[src/rtl/qpu_exu_moitf_pkg.sv]
// Shared sizing constants for the QPU measurement outstanding-instruction FIFO.
package qpu_exu_moitf_pkg;

    // Number of physical qubits handled by the execution unit.
    localparam int unsigned QPU_QUBIT_NUM = 12;

    // Outstanding measure entries; must be a power of two and at least 2.
    localparam int unsigned MOITF_DEPTH = 4;

    // log2(MOITF_DEPTH); pointers carry one extra wrap bit on top of this.
    localparam int unsigned MOITF_PTR_W = 2;

endpackage : qpu_exu_moitf_pkg

[src/rtl/qpu_exu_moitf_if.sv]
// Dispatch and measurement-return signals of the MOITF, bundled for port hookup.
interface qpu_exu_moitf_if #(
    parameter int unsigned QUBIT_NUM = qpu_exu_moitf_pkg::QPU_QUBIT_NUM,
    parameter int unsigned PTR_W     = qpu_exu_moitf_pkg::MOITF_PTR_W
);

    // Dispatch side
    logic                 disp_moitf_ena;
    logic                 disp_moitf_ready;
    logic [QUBIT_NUM-1:0] disp_oitf_qubitlist;
    logic                 disp_oitf_qfren;
    logic                 oitfqf_match_dispql;

    // Measurement-result return side
    logic                 mres_i_valid;
    logic [QUBIT_NUM-1:0] mres_i_qubits;

    // Status
    logic [QUBIT_NUM-1:0] moitf_qflag;
    logic                 moitf_empty;
    logic [PTR_W:0]       moitf_cnt;
    logic                 moitf_err;

    // Dispatch stage / result path view
    modport master (
        output disp_moitf_ena,
        output disp_oitf_qubitlist,
        output disp_oitf_qfren,
        output mres_i_valid,
        output mres_i_qubits,
        input  disp_moitf_ready,
        input  oitfqf_match_dispql,
        input  moitf_qflag,
        input  moitf_empty,
        input  moitf_cnt,
        input  moitf_err
    );

    // MOITF view
    modport slave (
        input  disp_moitf_ena,
        input  disp_oitf_qubitlist,
        input  disp_oitf_qfren,
        input  mres_i_valid,
        input  mres_i_qubits,
        output disp_moitf_ready,
        output oitfqf_match_dispql,
        output moitf_qflag,
        output moitf_empty,
        output moitf_cnt,
        output moitf_err
    );

endinterface : qpu_exu_moitf_if

[src/rtl/qpu_fifo_ptr.sv]
// Wrap-bit read/write pointer pair producing full/empty/occupancy for a 2^PTR_W FIFO.
// Callers qualify push/pop themselves (push only when not full, pop only when not empty).
module qpu_fifo_ptr #(
    parameter int unsigned PTR_W = 2
) (
    input  logic             clk,
    input  logic             rst,
    input  logic             push_i,
    input  logic             pop_i,
    output logic [PTR_W-1:0] widx_o,
    output logic [PTR_W-1:0] ridx_o,
    output logic             full_o,
    output logic             empty_o,
    output logic [PTR_W:0]   cnt_o
);

    logic [PTR_W:0] wptr_q, wptr_d;
    logic [PTR_W:0] rptr_q, rptr_d;

    // Step each pointer on its strobe; index overflow toggles the wrap bit for free.
    always_comb begin
        wptr_d = wptr_q + {{PTR_W{1'b0}}, push_i};
        rptr_d = rptr_q + {{PTR_W{1'b0}}, pop_i};
    end

    // Pointer registers with synchronous reset.
    always_ff @(posedge clk) begin
        if (rst) begin
            wptr_q <= '0;
            rptr_q <= '0;
        end else begin
            wptr_q <= wptr_d;
            rptr_q <= rptr_d;
        end
    end

    assign widx_o  = wptr_q[PTR_W-1:0];
    assign ridx_o  = rptr_q[PTR_W-1:0];
    assign empty_o = (wptr_q == rptr_q);
    assign full_o  = (wptr_q[PTR_W] != rptr_q[PTR_W]) &&
                     (wptr_q[PTR_W-1:0] == rptr_q[PTR_W-1:0]);
    assign cnt_o   = wptr_q - rptr_q;

endmodule : qpu_fifo_ptr

[src/rtl/qpu_exu_moitf.sv]
// Measurement outstanding-instruction tracking FIFO: one entry per dispatched measure,
// holding the qubits still awaiting a result. Entries retire in order once fully resolved.
module qpu_exu_moitf #(
    parameter int unsigned QUBIT_NUM = qpu_exu_moitf_pkg::QPU_QUBIT_NUM,
    parameter int unsigned DEPTH     = qpu_exu_moitf_pkg::MOITF_DEPTH,
    parameter int unsigned PTR_W     = qpu_exu_moitf_pkg::MOITF_PTR_W
) (
    input  logic            clk,
    input  logic            rst,
    qpu_exu_moitf_if.slave  bus
);

    import qpu_exu_moitf_pkg::*;

    logic [PTR_W-1:0]     widx, ridx;
    logic                 full, empty;
    logic [PTR_W:0]       cnt;
    logic                 push, pop;

    logic [DEPTH-1:0]     valid_q, valid_d;
    logic [QUBIT_NUM-1:0] mask_q [DEPTH];
    logic [QUBIT_NUM-1:0] mask_d [DEPTH];

    logic [QUBIT_NUM-1:0] qflag;
    logic [QUBIT_NUM-1:0] clr_mask;
    logic [QUBIT_NUM-1:0] head_mask_post;
    logic                 err_q, err_d;

    qpu_fifo_ptr #(
        .PTR_W (PTR_W)
    ) u_ptr (
        .clk     (clk),
        .rst     (rst),
        .push_i  (push),
        .pop_i   (pop),
        .widx_o  (widx),
        .ridx_o  (ridx),
        .full_o  (full),
        .empty_o (empty),
        .cnt_o   (cnt)
    );

    // Pending-qubit flags: OR of the masks of all live entries.
    always_comb begin
        qflag = '0;
        for (int i = 0; i < int'(DEPTH); i++) begin
            if (valid_q[i]) begin
                qflag = qflag | mask_q[i];
            end
        end
    end

    // Allocate/retire decisions; the head is judged on its mask after this cycle's clear.
    always_comb begin
        clr_mask       = bus.mres_i_valid ? bus.mres_i_qubits : '0;
        push           = bus.disp_moitf_ena & ~full;
        head_mask_post = mask_q[ridx] & ~clr_mask;
        pop            = valid_q[ridx] & (head_mask_post == '0);
    end

    // Entry next-state: clear returned qubits everywhere, drop the head, then write the new entry.
    always_comb begin
        valid_d = valid_q;
        for (int i = 0; i < int'(DEPTH); i++) begin
            mask_d[i] = mask_q[i] & ~clr_mask;
        end
        if (pop) begin
            valid_d[ridx] = 1'b0;
        end
        if (push) begin
            valid_d[widx] = 1'b1;
            mask_d[widx]  = bus.disp_oitf_qubitlist;
        end
    end

    // Protocol errors: allocate while full, or a result for a qubit that is not pending.
    always_comb begin
        err_d = (bus.disp_moitf_ena & full) |
                (bus.mres_i_valid & (|(bus.mres_i_qubits & ~qflag)));
    end

    // Entry storage and error pulse register.
    always_ff @(posedge clk) begin
        if (rst) begin
            valid_q <= '0;
            err_q   <= 1'b0;
            for (int i = 0; i < int'(DEPTH); i++) begin
                mask_q[i] <= '0;
            end
        end else begin
            valid_q <= valid_d;
            err_q   <= err_d;
            for (int i = 0; i < int'(DEPTH); i++) begin
                mask_q[i] <= mask_d[i];
            end
        end
    end

    // Outputs are forced to their idle values while reset is held.
    assign bus.disp_moitf_ready    = rst | ~full;
    assign bus.moitf_empty         = rst | empty;
    assign bus.moitf_cnt           = rst ? '0 : cnt;
    assign bus.moitf_qflag         = rst ? '0 : qflag;
    assign bus.oitfqf_match_dispql = ~rst & bus.disp_oitf_qfren &
                                     (|(bus.disp_oitf_qubitlist & qflag));
    assign bus.moitf_err           = ~rst & err_q;

endmodule : qpu_exu_moitf

[src/flat_wrapper.sv]
// flat-port wrapper written by rule: the top's interface ports become plain ports
module qpu_exu_moitf_flat import qpu_exu_moitf_pkg::*;
#(
    parameter int unsigned QUBIT_NUM = qpu_exu_moitf_pkg::QPU_QUBIT_NUM,
    parameter int unsigned DEPTH     = qpu_exu_moitf_pkg::MOITF_DEPTH,
    parameter int unsigned PTR_W     = qpu_exu_moitf_pkg::MOITF_PTR_W
)
  (clk, rst, bus_disp_moitf_ena, bus_disp_oitf_qubitlist, bus_disp_oitf_qfren, bus_mres_i_valid, bus_mres_i_qubits, bus_disp_moitf_ready, bus_oitfqf_match_dispql, bus_moitf_qflag, bus_moitf_empty, bus_moitf_cnt, bus_moitf_err);
  qpu_exu_moitf_if #(.QUBIT_NUM(QUBIT_NUM), .PTR_W(PTR_W)) bus_i ();
  input  logic clk;
  input  logic rst;
  input wire logic [$bits(bus_i.disp_moitf_ena)-1:0] bus_disp_moitf_ena;
  input wire logic [$bits(bus_i.disp_oitf_qubitlist)-1:0] bus_disp_oitf_qubitlist;
  input wire logic [$bits(bus_i.disp_oitf_qfren)-1:0] bus_disp_oitf_qfren;
  input wire logic [$bits(bus_i.mres_i_valid)-1:0] bus_mres_i_valid;
  input wire logic [$bits(bus_i.mres_i_qubits)-1:0] bus_mres_i_qubits;
  output wire logic [$bits(bus_i.disp_moitf_ready)-1:0] bus_disp_moitf_ready;
  output wire logic [$bits(bus_i.oitfqf_match_dispql)-1:0] bus_oitfqf_match_dispql;
  output wire logic [$bits(bus_i.moitf_qflag)-1:0] bus_moitf_qflag;
  output wire logic [$bits(bus_i.moitf_empty)-1:0] bus_moitf_empty;
  output wire logic [$bits(bus_i.moitf_cnt)-1:0] bus_moitf_cnt;
  output wire logic [$bits(bus_i.moitf_err)-1:0] bus_moitf_err;
  assign bus_i.disp_moitf_ena = bus_disp_moitf_ena;
  assign bus_i.disp_oitf_qubitlist = bus_disp_oitf_qubitlist;
  assign bus_i.disp_oitf_qfren = bus_disp_oitf_qfren;
  assign bus_i.mres_i_valid = bus_mres_i_valid;
  assign bus_i.mres_i_qubits = bus_mres_i_qubits;
  assign bus_disp_moitf_ready = bus_i.disp_moitf_ready;
  assign bus_oitfqf_match_dispql = bus_i.oitfqf_match_dispql;
  assign bus_moitf_qflag = bus_i.moitf_qflag;
  assign bus_moitf_empty = bus_i.moitf_empty;
  assign bus_moitf_cnt = bus_i.moitf_cnt;
  assign bus_moitf_err = bus_i.moitf_err;
  qpu_exu_moitf #(.QUBIT_NUM(QUBIT_NUM), .DEPTH(DEPTH), .PTR_W(PTR_W)) u_core (.clk(clk), .rst(rst), .bus(bus_i));
endmodule
[config.mk]
export PLATFORM = sky130hd
export DESIGN_NAME = qpu_exu_moitf_flat
export DESIGN_NICKNAME = d
export VERILOG_FILES = /design/src/rtl/qpu_exu_moitf_pkg.sv /design/src/rtl/qpu_exu_moitf_if.sv /design/src/rtl/qpu_fifo_ptr.sv /design/src/rtl/qpu_exu_moitf.sv /design/src/flat_wrapper.sv
export SDC_FILE = /design/constraint.sdc
export NUM_CORES = 1
export LEC_CHECK = 0
export CAP_MARGIN = 20
export CORE_ASPECT_RATIO = 0.75
export CORE_MARGIN = 2
export CORE_UTILIZATION = 50
export CTS_CLUSTER_DIAMETER = 50
export DETAILED_ROUTE_END_ITERATION = 10
export PLACE_DENSITY = 0.73
export SETUP_SLACK_MARGIN = 0.02
export SLEW_MARGIN = 20
export SYNTH_ARGS = -nofsm -noshare
export SYNTH_HDL_FRONTEND = slang
export SYNTH_SLANG_ARGS = --single-unit
[constraint.sdc]
create_clock -name clk -period 2.8 [get_ports clk]
set_input_delay 0.42 -clock clk [delete_from_list [all_inputs] [get_ports clk]]
set_output_delay 0.42 -clock clk [all_outputs]
set_load 0.03 [all_outputs]
== Word level (Yosys, flattened, before mapping) ==
Memory sizes are Yosys's and may differ from the RTL's. A register that Yosys moved wholly into a read port is not among the register bits.
Index checks and enable logic that the tools add are counted.
Storage, ports and cells
  bits in registers: 11
  RAM bits: 48
  input port bits: 29
  output and inout port bits: 19
  logic and storage cells: 83
  memories: 1
Operators by class
  $add $sub $neg: 3
  magnitude comparators: 6
  equality and inequality tests: 3
  muxes and demuxes: 27
  bitwise operators: 32
  reduce and logical (&&, ||, !) cells: 7
Memories
  u_core.mask_q: depth 4, width 12, read ports 5, clocked after Yosys merged registers in 1, write ports 4, RTL line qpu_exu_moitf.sv:21  | logic [QUBIT_NUM-1:0] mask_q [DEPTH];
Operators with widths (number)
  $mux W12: 11
  $and A12 B12 Y12: 7
  $bwmux W48: 1
  $mux W48: 1
  $or A12 B12 Y12: 3
  $demux W12 S2: 1
  $not A12 Y12: 2
  $reduce_or A12 Y1: 2
  $logic_not A12 Y1: 1
  $mux W4: 2
  $and A1 B1 Y1: 7
  $or A1 B1 Y1: 7
  $add A3 B1 Y3: 2
  $lt A2 B3 Y1 const B: 2
  $mux W1: 6
  $and A4 B4 Y4: 1
  $demux W1 S2: 2
  $ge A2 B1 Y1 const B: 2
  $logic_and A1 B1 Y1: 4
  $not A4 Y4: 1
  $or A4 B4 Y4: 1
  $eq A3 B3 Y1: 1
  $ge A3 B3 Y1 const B: 1
  $lt A3 B1 Y1 const B: 1
  8 further kinds: 9

== Depth between registers and ports, before layout ==
  depth after elaboration: 12
  mapped depth: 10
  gate-level depth less buffers: 9

== By module ==
Synthesis repeated with hierarchy kept, for this count alone.
Unflattened totals
  cells, all modules: 456
  area total of the unflattened synthesis: 3497.1 µm²
Modules (own cells, without submodules)
  qpu_exu_moitf: instances 1, cells each 422, area an instance 3155.5 µm², seq. area each 1061.0 µm²
  qpu_fifo_ptr: instances 1, cells each 34, area an instance 341.6 µm², seq. area each 120.1 µm²

== Worst setup path after synthesis ==
No wires, ideal clock.
  path type: register to register
  start point: register u_core.u_ptr.rptr_q[0]
  end point: register u_core.u_ptr.rptr_q[1]
  library setup time: 0.128 ns
  data arrival time: 2.296 ns
  data required time: 2.672 ns
  setup slack: 0.376 ns
  stages on the path, launching flop included: 10
  buffers on the path: 1
  clock period less this slack: 2.424 ns
  cells stage by stage: dfxtp_1 -> buf_6 -> mux2_4 -> a222oi_1 -> a21oi_1 -> nor4_4 -> o311a_1 -> ha_1 -> ha_1 -> nor2b_1
Between the ends
  longest elaborated chain between the ends: 4
RTL lines
  start: declaration: RTL line qpu_fifo_ptr.sv:18  | logic [PTR_W:0] rptr_q, rptr_d;
  start signal: assignment: RTL line qpu_fifo_ptr.sv:33  | rptr_q <= rptr_d;
  $bmux W1 S2: RTL line qpu_exu_moitf.sv:58  | pop = valid_q[ridx] & (head_mask_post == '0);
  $mux W1 (implied by the code): RTL line qpu_exu_moitf.sv:58
  $and A1 B1 Y1: RTL line qpu_exu_moitf.sv:58
  $add A3 B1 Y3 *: RTL line qpu_fifo_ptr.sv:23  | rptr_d = rptr_q + {{PTR_W{1'b0}}, pop_i};
  net u_core.u_ptr.rptr_d[1]: RTL line qpu_fifo_ptr.sv:18
The timed path passes the listed nets; every way through them passes the cells marked *. The select of a mux whose other input is x is not followed.
A chain may end at the register's enable or synchronous reset.

== Final worst setup path ==
  start point: register u_core.valid_q[0]
  end point: output bus_oitfqf_match_dispql
Between the ends
  longest elaborated chain between the ends: 10
RTL lines
  start: declaration: RTL line qpu_exu_moitf.sv:20  | logic [DEPTH-1:0] valid_q, valid_d;
  start signal: assignment: RTL line qpu_exu_moitf.sv:91  | valid_q <= valid_d;
  $mux W12 *: RTL line qpu_exu_moitf.sv:47  | if (valid_q[i]) begin
  $or A12 B12 Y12: RTL line qpu_exu_moitf.sv:48  | qflag = qflag | mask_q[i];
  $mux W12 *: RTL line qpu_exu_moitf.sv:47
  $or A12 B12 Y12: RTL line qpu_exu_moitf.sv:48
  $mux W12 *: RTL line qpu_exu_moitf.sv:47
  $or A12 B12 Y12: RTL line qpu_exu_moitf.sv:48
  $mux W12 *: RTL line qpu_exu_moitf.sv:47
  $and A12 B12 Y12 *: RTL line qpu_exu_moitf.sv:105  | (|(bus.disp_oitf_qubitlist & qflag));
  $reduce_or A12 Y1 *: RTL line qpu_exu_moitf.sv:105
  $and A1 B1 Y1 *: RTL line qpu_exu_moitf.sv:104  | assign bus.oitfqf_match_dispql = ~rst & bus.disp_oitf_qfren &
  end: declaration: RTL line flat_wrapper.sv:18  | output wire logic [$bits(bus_i.oitfqf_match_dispql)-1:0] bus_oitfqf_match_dispql;
Every way passes the cells marked *; elsewhere a longest branch is shown, timed or not.

==> key figures <==
Clocking
  • Post-CTS sizing: 3
  • Clock transition at path regs: roughly 0.070 ns
  • Worst-skew pair later-pin latency: ~0.35 ns
  • Hold-fix buffers, CTS: 0
  • Root Buffer: clkbuf_8
  • Number of buffers created by CTS: 9
  • CTS tree: built
  • CTS Sinks: 59
  • Post-CTS Setup Bufs: 0
  • H-tree depth: 3
  • Max clock buf depth: 2

Min path
  • Worst Hold Class: in -> reg
  • Hold path start: rst
  • Worst Hold Depth: 2
  • Worst Hold End: u_core.u_ptr.wptr_q[0]

Global route
  • Total track usage: 0.323
  • Initial antenna violation count: 0
  • Grt total ovfl: 0
  • Vias in the first global route: 3,379
  • Largest net degree at the start of global routing: 30
  • First-pass GRT wire length: 18,000 um

Place
  • Final GP Congestion: just under 1
  • PortBufs: 47
  • Placed cell count: 570
  • Pre-CTS WS: 0.00904 ns
  • Hpwl dp: slightly below 8000 um

Timing
  • Measured slew at the worst slew-check pin: slightly below 0.7 ns
  • Layout Skew: 0.00993 ns
  • Final setup violation count: 0
  • PnR worst setup slack: between 0.03 and 0.04 ns
  • Fmax: roughly 360 MHz
  • Fin. max-slew vios: 0
  • RSZ-0062 raised after global routing: yes
  • Min Hold Slack: 0.442 ns
  • Crit share post-route: 0.989
  • Final min period: 2.77 ns
  • Final hold viol count: 0
  • Relative slew slack: 0.536

Floorplan
  • Chip height: 74.8 um
  • Site Rows: 25
  • I/O pins: 48
  • Core area: 6380 um2
  • DIE WIDTH: 98.3 um
  • Initial core utilization: 0.523
  • DIE AREA: 7350 um2

Yosys
  • Cells after Synth: 430
  • Ranking of synthesized cells by area: dfxtp_1 35%, a21oi_1 7.9%, nand3_1 7.9%
  • Yosys reg bits: 59
  • Avg Cell Area, Syn: 7.76 um2
  • Share of the synthesized area in the top cell type: 0.354
  • Sequential fraction of the synthesis area: 0.354
  • Post-synth cell types: 45
  • Main synth FF type: dfxtp_1
  • Synthesized net count: 466
  • Async SR Flop Fraction: 0
  • Syn Std Cell Area: 3340 um2
  • Ys Warns: 0
  • Number of flops mapped to enable cells by yosys: 0
  • Area leader, netlist: dfxtp_1

Power and ir drop
  • P_leak: 1.61 nW
  • Pwr per Cell Area: 516 nW/um2
  • Worst VDD drop: around 0.26 mV

Critical path
  • FF-to-FF setup slack: 0.19 ns
  • CP Class: reg -> out
  • Max Fanout on Critical Path: 8
  • Req. time, crit path: 2.38 ns
  • R2R Path Start: u_core.u_ptr.rptr_q[0]
  • CP startpoint kind: flop
  • RR Endpoint: u_core.u_ptr.rptr_q[1]
  • Cell family with most CP delay: compound AO/OA/AOI/OAI gates
  • Critical path depth: 7
  • Worst r2r path cells: 9
  • Nature of the critical path endpoint: primary output
  • Cell with the largest stage delay on the worst path: dfxtp_1
  • Cell Chain, Critical Path: buf_4 > a22o_1 > o21ai_0 > o2111ai_1 > nor3_2 > nor3b_1 > dlygate4sd2_1
  • Worst Path Arrival: 2.35 ns
  • Bufs and invs on worst path: 2
  • Max stage delay on crit path: roughly 0.44 ns

Final layout
  • Commonest cells after routing, fill and taps aside: 62 x nand2_1, 57 x dfxtp_1, 53 x a21oi_1, 53 x nand3_1, 42 x clkdlybuf4s50_1
  • Commonest non-fill, non-tap cell in the layout: nand2_1
  • Area growth from synthesis to layout: 28.5%
  • Nets@finish: 536
  • Post-Layout Cell Count: 584
  • Layout cells sized above 1: 0.139
  • Final core utilization: 0.672
  • ANT cells: 0

Routing
  • Vias: around 3,800
  • Drt via density: 6.44
  • Total routed wirelength: ~12,000 um
  • Final ANT Viol Nets: 0
  • Routed len/inst: 19.8 um
  • Drt pass-1 iters: 5
  • Remaining DRCs: 0
  • DRT iter0 DRCs: around 480

Status
  • Status: finished, final reports clean

Job
  • Max-Cap Viols: 0
## cell type report
cell class                      instances  area [um2]
Tap cell                               81         101
Inverter                               18        71.3
Sequential cell                        59        1180
Multi-Input combinational cell        328        1980
Fill cell                             555        2090
Clock inverter                          2        35.0
Clock buffer                           12         165
Timing Repair Buffer                   84         753
## sequential cells by signal, summed over array words and instances (netlist names)
register	cells
u_core.err_q	1
u_core.u_ptr.rptr_q	3
u_core.mask_q	48
u_core.u_ptr.wptr_q	3
u_core.valid_q	4
## cell families after synthesis
family | Yosys count | share of synthesized area
AO/OA/AOI/OAI | 118 | 0.235
adder cells (fa/ha/maj) | 7 | 0.0285
XOR/XNOR | 5 | 0.0131
multiplexers | 16 | 0.0607
flip-flops | 59 | 0.354
AND/OR/NAND/NOR | 182 | 0.254
buffers and inverters | 43 | 0.0544
## cell usage after synthesis, drive strengths merged (2+ instances only)
cell,count
a2111oi,3
mux2,11
nor4b,2
mux2i,3
mux4,2
nor2b,7
a21oi,53
nand3,53
nor4,5
a222oi,5
or3,6
o2111ai,3
nand2,62
clkbuf,15
nor3,15
xnor2,4
nand4,2
dfxtp,59
a221oi,3
o211a,2
o21ai,16
nor2,29
ha,6
a41oi,4
inv,17
a22o,22
buf,10
## worst max-delay path by stage
| stage | startpoint | end | slack (ns) |
|---|---|---|---|
| after floorplan | u_core.u_ptr.rptr_q[0] | u_core.u_ptr.rptr_q[1] | 0.38 |
| after global placement | bus_mres_i_valid | u_core.u_ptr.rptr_q[1] | 0.04 |
| after detailed placement | bus_mres_i_valid | u_core.u_ptr.rptr_q[1] | 0.009 |
| after CTS | u_core.u_ptr.rptr_q[1] | bus_disp_moitf_ready | 0.02 |
| after global routing | u_core.valid_q[0] | bus_oitfqf_match_dispql | -0.06 |
| final | u_core.valid_q[0] | bus_oitfqf_match_dispql | 0.03 |
## metal layers
| metal | wire length (um) | up-vias | GRT usage |
|---|---|---|---|
| met4 | 400 | 0 | 0.154 |
| met5 | 0 | - | 0 |
| met2 | 4770 | 260 | 0.466 |
| met1 | 4840 | 1734 | 0.446 |
| met3 | 1560 | 51 | 0.0994 |
| li1 | - | 1717 | - |
## metrics by stage
stage | TNS [ns] | power [mW] | cell area [um2]
floorplan | 0 | 1.19 | 3340
global placement | 0 | 1.39 | 4080
detailed placement | 0 | 1.39 | 4080
CTS | 0 | 2.20 | 4280
global route | -0.0562 | 2.29 | 4290
finish | 0 | 2.21 | 4290
## power breakdown
group          total (mW)  internal, mW  switching [mW]
registers           0.922         0.875          0.0475
logic               0.471         0.204           0.267
clock network       0.820         0.473           0.348
No activity file was read; power rests on OpenSTA's default activity.
